## config.mk

```make
export PLATFORM = sky130hd
export DESIGN_NAME = vga_timing_flat
export DESIGN_NICKNAME = d
export VERILOG_FILES = /design/src/rtl/vga_pkg.sv /design/src/rtl/vga_timing_if.sv /design/src/rtl/vga_delay_line.sv /design/src/rtl/vga_timing.sv /design/src/flat_wrapper.sv
export SDC_FILE = /design/constraint.sdc
export NUM_CORES = 1
export LEC_CHECK = 0
export CORE_UTILIZATION = 49
export DETAILED_ROUTE_END_ITERATION = 7
export GPL_TIMING_DRIVEN = 0
export PLACE_DENSITY = 0.78
export SLEW_MARGIN = 0
export SYNTH_ARGS = -nofsm -noshare
export SYNTH_HDL_FRONTEND = slang
export SYNTH_SLANG_ARGS = --single-unit
```

## constraint.sdc

```tcl
create_clock -name clk -period 2.1 [get_ports clk]
set_input_delay 0.42 -clock clk [delete_from_list [all_inputs] [get_ports clk]]
set_output_delay 0.42 -clock clk [all_outputs]
set_load 0.02 [all_outputs]
```

## src/rtl/vga_pkg.sv

```systemverilog
// Shared timing constants and coordinate type for the 800x480 panel path.
// MAX_SX/MAX_SY are also used by the colour stage for framebuffer bounds.
package vga_pkg;

    localparam int VGA_H_ACTIVE = 800;
    localparam int VGA_H_FP     = 40;
    localparam int VGA_H_SYNC   = 48;
    localparam int VGA_H_BP     = 88;
    localparam int VGA_V_ACTIVE = 480;
    localparam int VGA_V_FP     = 13;
    localparam int VGA_V_SYNC   = 3;
    localparam int VGA_V_BP     = 32;

    localparam int VGA_H_TOTAL =
        VGA_H_ACTIVE + VGA_H_FP + VGA_H_SYNC + VGA_H_BP;
    localparam int VGA_V_TOTAL =
        VGA_V_ACTIVE + VGA_V_FP + VGA_V_SYNC + VGA_V_BP;

    localparam int MAX_SX = VGA_H_ACTIVE - 1;
    localparam int MAX_SY = VGA_V_ACTIVE - 1;

    typedef logic [9:0] coord_t;

endpackage

```

## src/rtl/vga_timing_if.sv

```systemverilog
// Scan-out bus between the timing generator (master) and the colour
// stage / renderer (slave), including the buffer-swap handshake.
interface vga_timing_if;
    import vga_pkg::*;

    coord_t sx;
    coord_t sy;
    logic   hsync;
    logic   vsync;
    logic   de;
    logic   frame_start;
    logic   swap_req;
    logic   swap_ack;
    logic   buf_sel;

    modport master (
        output sx, sy, hsync, vsync, de, frame_start,
        output swap_ack, buf_sel,
        input  swap_req
    );

    modport slave (
        input  sx, sy, hsync, vsync, de, frame_start,
        input  swap_ack, buf_sel,
        output swap_req
    );

endinterface

```

## src/rtl/vga_delay_line.sv

```systemverilog
// Fixed-depth register chain with async active-low reset to RST_VAL.
// DEPTH=0 degenerates to a straight wire.
module vga_delay_line #(
    parameter int                 WIDTH   = 3,
    parameter int                 DEPTH   = 1,
    parameter logic [WIDTH-1:0]   RST_VAL = '0
) (
    input  logic             clk,
    input  logic             rst_n,
    input  logic [WIDTH-1:0] i_d,
    output logic [WIDTH-1:0] o_q
);

    if (DEPTH == 0) begin : g_pass
        logic w_unused_clk;
        assign w_unused_clk = clk ^ rst_n;
        assign o_q = i_d;
    end else begin : g_pipe
        logic [WIDTH-1:0] r_stage [DEPTH];

        always_ff @(posedge clk or negedge rst_n) begin
            if (!rst_n) begin
                for (int i = 0; i < DEPTH; i++) begin
                    r_stage[i] <= RST_VAL;
                end
            end else begin
                r_stage[0] <= i_d;
                for (int i = 1; i < DEPTH; i++) begin
                    r_stage[i] <= r_stage[i-1];
                end
            end
        end

        assign o_q = r_stage[DEPTH-1];
    end

endmodule

```

## src/rtl/vga_timing.sv

```systemverilog
// Pixel-clock scan counters, delayed sync/de and optional double-buffer
// swap at the start of vertical blanking (macro VGA_BUFFER_SWAP_EN).
module vga_timing
    import vga_pkg::*;
#(
    parameter int H_ACTIVE    = VGA_H_ACTIVE,
    parameter int H_FP        = VGA_H_FP,
    parameter int H_SYNC      = VGA_H_SYNC,
    parameter int H_BP        = VGA_H_BP,
    parameter int V_ACTIVE    = VGA_V_ACTIVE,
    parameter int V_FP        = VGA_V_FP,
    parameter int V_SYNC      = VGA_V_SYNC,
    parameter int V_BP        = VGA_V_BP,
    parameter bit SYNC_ACTIVE = 1'b0,
    parameter int PIPE_DELAY  = 1
) (
    input logic          clk,
    input logic          rst_n,
    vga_timing_if.master vif
);

    localparam int H_TOTAL = H_ACTIVE + H_FP + H_SYNC + H_BP;
    localparam int V_TOTAL = V_ACTIVE + V_FP + V_SYNC + V_BP;

    localparam coord_t C_H_LAST = coord_t'(H_TOTAL - 1);
    localparam coord_t C_V_LAST = coord_t'(V_TOTAL - 1);
    localparam coord_t C_HA     = coord_t'(H_ACTIVE);
    localparam coord_t C_VA     = coord_t'(V_ACTIVE);
    localparam coord_t C_HS_BEG = coord_t'(H_ACTIVE + H_FP);
    localparam coord_t C_HS_END = coord_t'(H_ACTIVE + H_FP + H_SYNC);
    localparam coord_t C_VS_BEG = coord_t'(V_ACTIVE + V_FP);
    localparam coord_t C_VS_END = coord_t'(V_ACTIVE + V_FP + V_SYNC);

    localparam logic [2:0] C_CHAIN_RST =
        {~SYNC_ACTIVE, ~SYNC_ACTIVE, 1'b0};

    coord_t     r_sx;
    coord_t     r_sy;
    logic       w_h_end;
    logic       w_v_end;
    logic       w_de_raw;
    logic       w_hs_raw;
    logic       w_vs_raw;
    logic [2:0] w_chain_d;
    logic [2:0] w_chain_q;

    assign w_h_end = (r_sx == C_H_LAST);
    assign w_v_end = (r_sy == C_V_LAST);

    always_ff @(posedge clk or negedge rst_n) begin
        if (!rst_n) begin
            r_sx <= '0;
            r_sy <= '0;
        end else if (w_h_end) begin
            r_sx <= '0;
            r_sy <= w_v_end ? '0 : r_sy + 1'b1;
        end else begin
            r_sx <= r_sx + 1'b1;
        end
    end

    assign w_de_raw = (r_sx < C_HA) && (r_sy < C_VA);
    assign w_hs_raw = (r_sx >= C_HS_BEG) && (r_sx < C_HS_END);
    assign w_vs_raw = (r_sy >= C_VS_BEG) && (r_sy < C_VS_END);

    // Chain carries output levels so reset fills it with deasserted sync.
    assign w_chain_d = {
        w_hs_raw ? SYNC_ACTIVE : ~SYNC_ACTIVE,
        w_vs_raw ? SYNC_ACTIVE : ~SYNC_ACTIVE,
        w_de_raw
    };

    vga_delay_line #(
        .WIDTH   (3),
        .DEPTH   (PIPE_DELAY),
        .RST_VAL (C_CHAIN_RST)
    ) u_delay (
        .clk   (clk),
        .rst_n (rst_n),
        .i_d   (w_chain_d),
        .o_q   (w_chain_q)
    );

    assign vif.sx          = r_sx;
    assign vif.sy          = r_sy;
    assign vif.hsync       = w_chain_q[2];
    assign vif.vsync       = w_chain_q[1];
    assign vif.de          = w_chain_q[0];
    assign vif.frame_start = (r_sx == '0) && (r_sy == '0);

`ifdef VGA_BUFFER_SWAP_EN
    logic r_buf_sel;
    logic r_swap_ack;
    logic w_swap_pt;

    // Last cycle before vertical blanking; one such cycle per frame.
    assign w_swap_pt = w_h_end && (r_sy == C_VA - 1'b1);

    always_ff @(posedge clk or negedge rst_n) begin
        if (!rst_n) begin
            r_buf_sel  <= 1'b0;
            r_swap_ack <= 1'b0;
        end else begin
            r_swap_ack <= w_swap_pt && vif.swap_req;
            if (w_swap_pt && vif.swap_req) begin
                r_buf_sel <= ~r_buf_sel;
            end
        end
    end

    assign vif.buf_sel  = r_buf_sel;
    assign vif.swap_ack = r_swap_ack;
`else
    logic w_unused_swap_req;
    assign w_unused_swap_req = vif.swap_req;
    assign vif.buf_sel       = 1'b0;
    assign vif.swap_ack      = 1'b0;
`endif

endmodule

```

## src/flat_wrapper.sv

```systemverilog
// flat-port wrapper written by rule: the top's interface ports become plain ports
module vga_timing_flat import vga_pkg::*;
#(
    parameter int H_ACTIVE    = VGA_H_ACTIVE,
    parameter int H_FP        = VGA_H_FP,
    parameter int H_SYNC      = VGA_H_SYNC,
    parameter int H_BP        = VGA_H_BP,
    parameter int V_ACTIVE    = VGA_V_ACTIVE,
    parameter int V_FP        = VGA_V_FP,
    parameter int V_SYNC      = VGA_V_SYNC,
    parameter int V_BP        = VGA_V_BP,
    parameter bit SYNC_ACTIVE = 1'b0,
    parameter int PIPE_DELAY  = 1
)
  (clk, rst_n, vif_sx, vif_sy, vif_hsync, vif_vsync, vif_de, vif_frame_start, vif_swap_ack, vif_buf_sel, vif_swap_req);
  vga_timing_if vif_i ();
  input logic clk;
  input logic rst_n;
  output wire logic [$bits(vif_i.sx)-1:0] vif_sx;
  output wire logic [$bits(vif_i.sy)-1:0] vif_sy;
  output wire logic [$bits(vif_i.hsync)-1:0] vif_hsync;
  output wire logic [$bits(vif_i.vsync)-1:0] vif_vsync;
  output wire logic [$bits(vif_i.de)-1:0] vif_de;
  output wire logic [$bits(vif_i.frame_start)-1:0] vif_frame_start;
  output wire logic [$bits(vif_i.swap_ack)-1:0] vif_swap_ack;
  output wire logic [$bits(vif_i.buf_sel)-1:0] vif_buf_sel;
  input wire logic [$bits(vif_i.swap_req)-1:0] vif_swap_req;
  assign vif_sx = vif_i.sx;
  assign vif_sy = vif_i.sy;
  assign vif_hsync = vif_i.hsync;
  assign vif_vsync = vif_i.vsync;
  assign vif_de = vif_i.de;
  assign vif_frame_start = vif_i.frame_start;
  assign vif_swap_ack = vif_i.swap_ack;
  assign vif_buf_sel = vif_i.buf_sel;
  assign vif_i.swap_req = vif_swap_req;
  vga_timing #(.H_ACTIVE(H_ACTIVE), .H_FP(H_FP), .H_SYNC(H_SYNC), .H_BP(H_BP), .V_ACTIVE(V_ACTIVE), .V_FP(V_FP), .V_SYNC(V_SYNC), .V_BP(V_BP), .SYNC_ACTIVE(SYNC_ACTIVE), .PIPE_DELAY(PIPE_DELAY)) u_core (.clk(clk), .rst_n(rst_n), .vif(vif_i));
endmodule
```

After elaboration in Yosys (flattened, before gate mapping)
Index checks and enable logic that the tools add are counted.

Register bits: 23. Input bits: 3.

Reductions and logical operators: 6. $lt $le $gt $ge: 6. Muxes and demuxes: 4. Equality and inequality tests: 2. $add $sub $neg: 2.

Operator list (count): 10-bit by 1-bit adder with 10-bit output, second input constant (2); 10-bit == test, second input constant (2); 10-bit logical NOT (2); 10-bit < comparator, second input constant (2); 10-bit by 9-bit < comparator with 1-bit output, second input constant (2); 10-bit 2-to-1 mux (2); 10-bit >= comparator, second input constant (1); 10-bit by 9-bit >= comparator with 1-bit output, second input constant (1); 1-bit logical AND (4); 1-bit 2-to-1 mux (2).

Logic depth before layout (Yosys ltp)
Depth in word-level cells: 3. Depth in mapped cells: 6.

Hierarchy
From an unflattened synthesis, not the netlist that was laid out.

Cells, all modules: 123. Area total of the unflattened synthesis: 1287.5 sq um.

Modules (own cells, without submodules): vga_timing (times used 1, seq. area each 500.5 sq um, cells each 120, area each 1209.9 sq um); vga_delay_line (times used 1, seq. area each 77.6 sq um, cells each 3, area each 77.6 sq um).

Least setup slack after synthesis
No wires, ideal clock.

Path type: register -> output. Start: reg u_core.r_sx[6], in the netlist u_core.vif.sx[6]. End: out vif_frame_start. Setup slack: 0.016 ns. Data arrival time: 1.664 ns. Cell stages (with the launch flop): 3. Cell sequence: dfrtp_1 > or4_1 > nor4_1.

Word-level cells in the longest chain between the ends: 2.

RTL lines: start: declaration (line vga_timing.sv:37) `coord_t r_sx;`; start signal: assignment (line vga_timing.sv:58) `r_sx <= r_sx + 1'b1;`; 10-bit logical NOT (line vga_timing.sv:89) `assign vif.frame_start = (r_sx == '0) && (r_sy == '0);`; 1-bit logical AND (line vga_timing.sv:89); end: declaration (line flat_wrapper.sv:24) `output wire logic [$bits(vif_i.frame_start)-1:0] vif_frame_start;`.

No other way between the ends.

Worst setup path in the final report
Start: reg u_core.r_sx[7], in the netlist u_core.vif.sx[7]. End: out vif_frame_start.

The elaborated chain is that of the path after synthesis.

==> summary.md <==
| Metric | Value |
|---|---|
| #FFs+latches synth | `23` |
| Clock transition at path regs | `0.12 ns` |
| Synth Area in Compound Gates | `0.0749` |
| Relative slew slack | `0.316` |
| Vias in the first global route | `~1,000` |
| ANT cells | `0` |
| Pins over their slew limit | `0` |
| CTS Buffer Depth | `2` |
| Worst setup SP type | `register` |
| Crit Path Category | `register to primary output` |
| Mean post-synth cell area | `around 10 sq um` |
| Mux share of post-synthesis cell area | `0.0180` |
| Worst path required time | `around 1.7 ns` |
| Post-DR vias/cell | `5.65` |
| Crit share post-route | `0.991` |
| Syn. warnings | `0` |
| ANT nets after route | `0` |
| Power per cell area | `418 nW/um^2` |
| Std cell rows | `17` |
| Reg-to-reg startpoint | `u_core.vif.sx[0]` |
| First-pass GRT wire length | `about 4.4 mm` |
| H-tree levels | `1` |
| Distinct cells, synth | `43` |
| Hold-fix buffers, CTS | `0` |
| Fin cells | `approximately 180` |
| Max FO, Critical Path | `7` |
| Layout cell share with drive strength beyond 1 | `0.143` |
| Arrival @ worst endpoint | `about 1.7 ns` |
| Util after Layout | `0.686` |
| Tot Pwr | `about 670 uW` |
| Routed len/inst | `~15 um` |
| Final Skew | `just under 0.01 ns` |
| RSZ-0062 raised after global routing | `true` |
| Drt first pass iters | `4` |
| Peak Freq | `about 0.48 GHz` |
| Total die area | `between 2000 and 3000 sq um` |
| Io pins | `29` |
| Min-delay src | `u_core.vif.sx[0]` |
| Leakage | `0.701 nW` |
| Vias | `approximately 1,000` |
| Inst Count DP | `176` |
| Status | `finished clean` |
| Hold WS | `0.533 ns` |
| CTS buffer count | `3` |
| Cells after synthesis | `~120` |
| Post-synth EDFFs | `0` |
| Final Hold Vio Count | `0` |
| Crit path launch | `u_core.vif.sx[7]` |
| Predominant post-synthesis flop cell | `dfrtp_1` |
| Netlist Area Pre-Place | `around 1300 sq um` |
| GPL Wtd Cong | `approximately 0.83` |
| Seq/Total Area, Yosys | `0.462` |
| Final Routed Wirelength | `2.69 mm` |
| Peak VDD IR | `between 0.3 and 0.4 mV` |
| Core Box Area | `~2300 sq um` |
| XOR/XNOR Fraction of Synth Area | `0.0699` |
| Layout Nets | `about 160` |
| Simple-gate share of the synthesized area | `0.264` |
| Final-layout fill cell count | `between 150 and 200` |
| Worst Tran Pin Value | `a little over 1 ns` |
| Largest net degree at the start of global routing | `24` |
| Asr flop ratio synth | `1.00` |
| CTS tree | `yes` |
| Die Height | `52.6 um` |
| DRC viols | `0` |
| Multi-input gate area | `~630 sq um` |
| # clock sinks | `23` |
| FF/Latch Area | `581 sq um` |
| Starting density of the core | `0.540` |
| Maxcap violations | `0` |
| Worst setup EP type | `primary output` |
| Hold Crit Class | `register to register` |
| Setup violations, final | `0` |
| Total congestion overflow | `0` |
| Synth Area in Adders | `0.0599` |
| Largest family of logic cells by synthesized area | `simple AND/OR/NAND/NOR gates` |
| Layout area overhead | `27.0%` |
| Total GRT Usage | `0.224` |
| CTS root buf | `clkbuf_4` |
| Hpwl dp | `1.92 mm` |
| Minimum clock period | `around 2.1 ns` |
| Die Wd | `between 50 and 60 um` |
| Clk Latency, worst-skew pair | `about 0.31 ns` |
| Drt initial violations | `22` |
| Final setup margin | `about 0.018 ns` |
| I/O Buffers | `25` |
| Initial antenna violation count | `0` |
| Pre-CTS setup slack | `-0.176 ns` |
## critical path: stages (launching register included)
cell	delay, ns
dfrtp_2	0.47
or4_4	0.52
nor4_2	0.16
buf_2	0.21
## through the flow
stage / instance area [sq um] / setup TNS (ns)
final: 1590 / 0
after floorplan: 1260 / 0
after detailed placement: 1540 / -0.176
after CTS: 1580 / 0
after global placement: 1540 / -0.179
after global routing: 1590 / -0.0458
## metal layers
| metal | up-vias | global-route usage | wire (um) |
|---|---|---|---|
| met3 | 4 | 0.0319 | 153 |
| met2 | 39 | 0.357 | 1310 |
| met4 | 0 | 0.105 | 43 |
| li1 | 496 | - | - |
| met5 | - | 0 | 0 |
| met1 | 490 | 0.297 | 1190 |
## sequential cells by signal, summed over array words and instances, names as in the netlist
name and count:
u_core.vif.sy 10, u_core.u_delay.o_q 3, u_core.vif.sx 10
## report_power, final
group,switching [mW],leakage [nW],internal [mW]
clock network,0.132,0.0150,0.0742
logic,0.0119,0.395,0.00411
registers,0,0.291,0.443
## logic make-up (layout without fill, tap and decap cells)
family	after synthesis	count (layout)
AOI/OAI and AO/OA	13	13
xor gates and xnor gates	10	10
adders and majority gates	6	6
buffers and inverters	11	42
DFF	23	23
muxes	2	2
other	1	2
and+or+nand+nor	56	56
## layout make-up
class                      count  area share
timing repair buffer          27       0.164
buffer                         5      0.0244
clock buffer                   4      0.0165
inverter                       6      0.0142
multi-input combinational     89       0.394
sequential                    23       0.365
tap                           28      0.0220
## synthesized netlist by cell type, types with 2 or more instances
library cell | n | share of area
dfrtp_1 | 21 | 0.42
nor2_1 | 11 | 0.033
nand2_1 | 8 | 0.024
nand4_1 | 7 | 0.035
xnor2_1 | 7 | 0.049
ha_1 | 6 | 0.060
inv_1 | 6 | 0.018
and3_1 | 5 | 0.025
nand3_1 | 4 | 0.016
nor3_1 | 4 | 0.016
buf_4 | 3 | 0.018
o21ai_0 | 3 | 0.012
xor2_1 | 3 | 0.021
a21oi_1 | 2 | 0.0080
and2_1 | 2 | 0.010
and4_1 | 2 | 0.014
dfstp_2 | 2 | 0.042
## cell usage in the layout, fill, tap and decap left out, types with 2 or more instances in the layout
cell             count
conb_1               2
dfstp_2              2
nor2_1              11
o21ai_0              3
nor3_1               4
dfrtp_2              2
buf_2                2
ha_1                 6
a21oi_1              2
buf_4                5
inv_1                6
dfrtp_1             19
nand3_1              4
nand4_1              7
xnor2_1              7
nand2_1              8
xor2_1               3
clkbuf_4             3
and2_1               2
and4_1               2
and3_1               5
clkdlybuf4s50_1     24
## final timing paths
kind,end,slack [ns],cells past startpoint
worst min register to register,u_core.vif.sx[0],0.53,1
worst min-delay path,u_core.vif.sx[0],0.53,1
max in group asynchronous,u_core.vif.sx[6],0.76,1
worst max register to register,u_core.vif.sy[7],0.30,6
worst max-delay path,vif_frame_start,0.02,3
min in group asynchronous,u_core.vif.sy[3],0.65,1
## timing repair
| action | CTS | global route |
|---|---|---|
| setup buffers | 1 | 1 |
| gates resized for setup | 8 | 1 |
| endpoints found under the setup margin | 1 | 1 |
No activity file was read; power rests on OpenSTA's default activity.
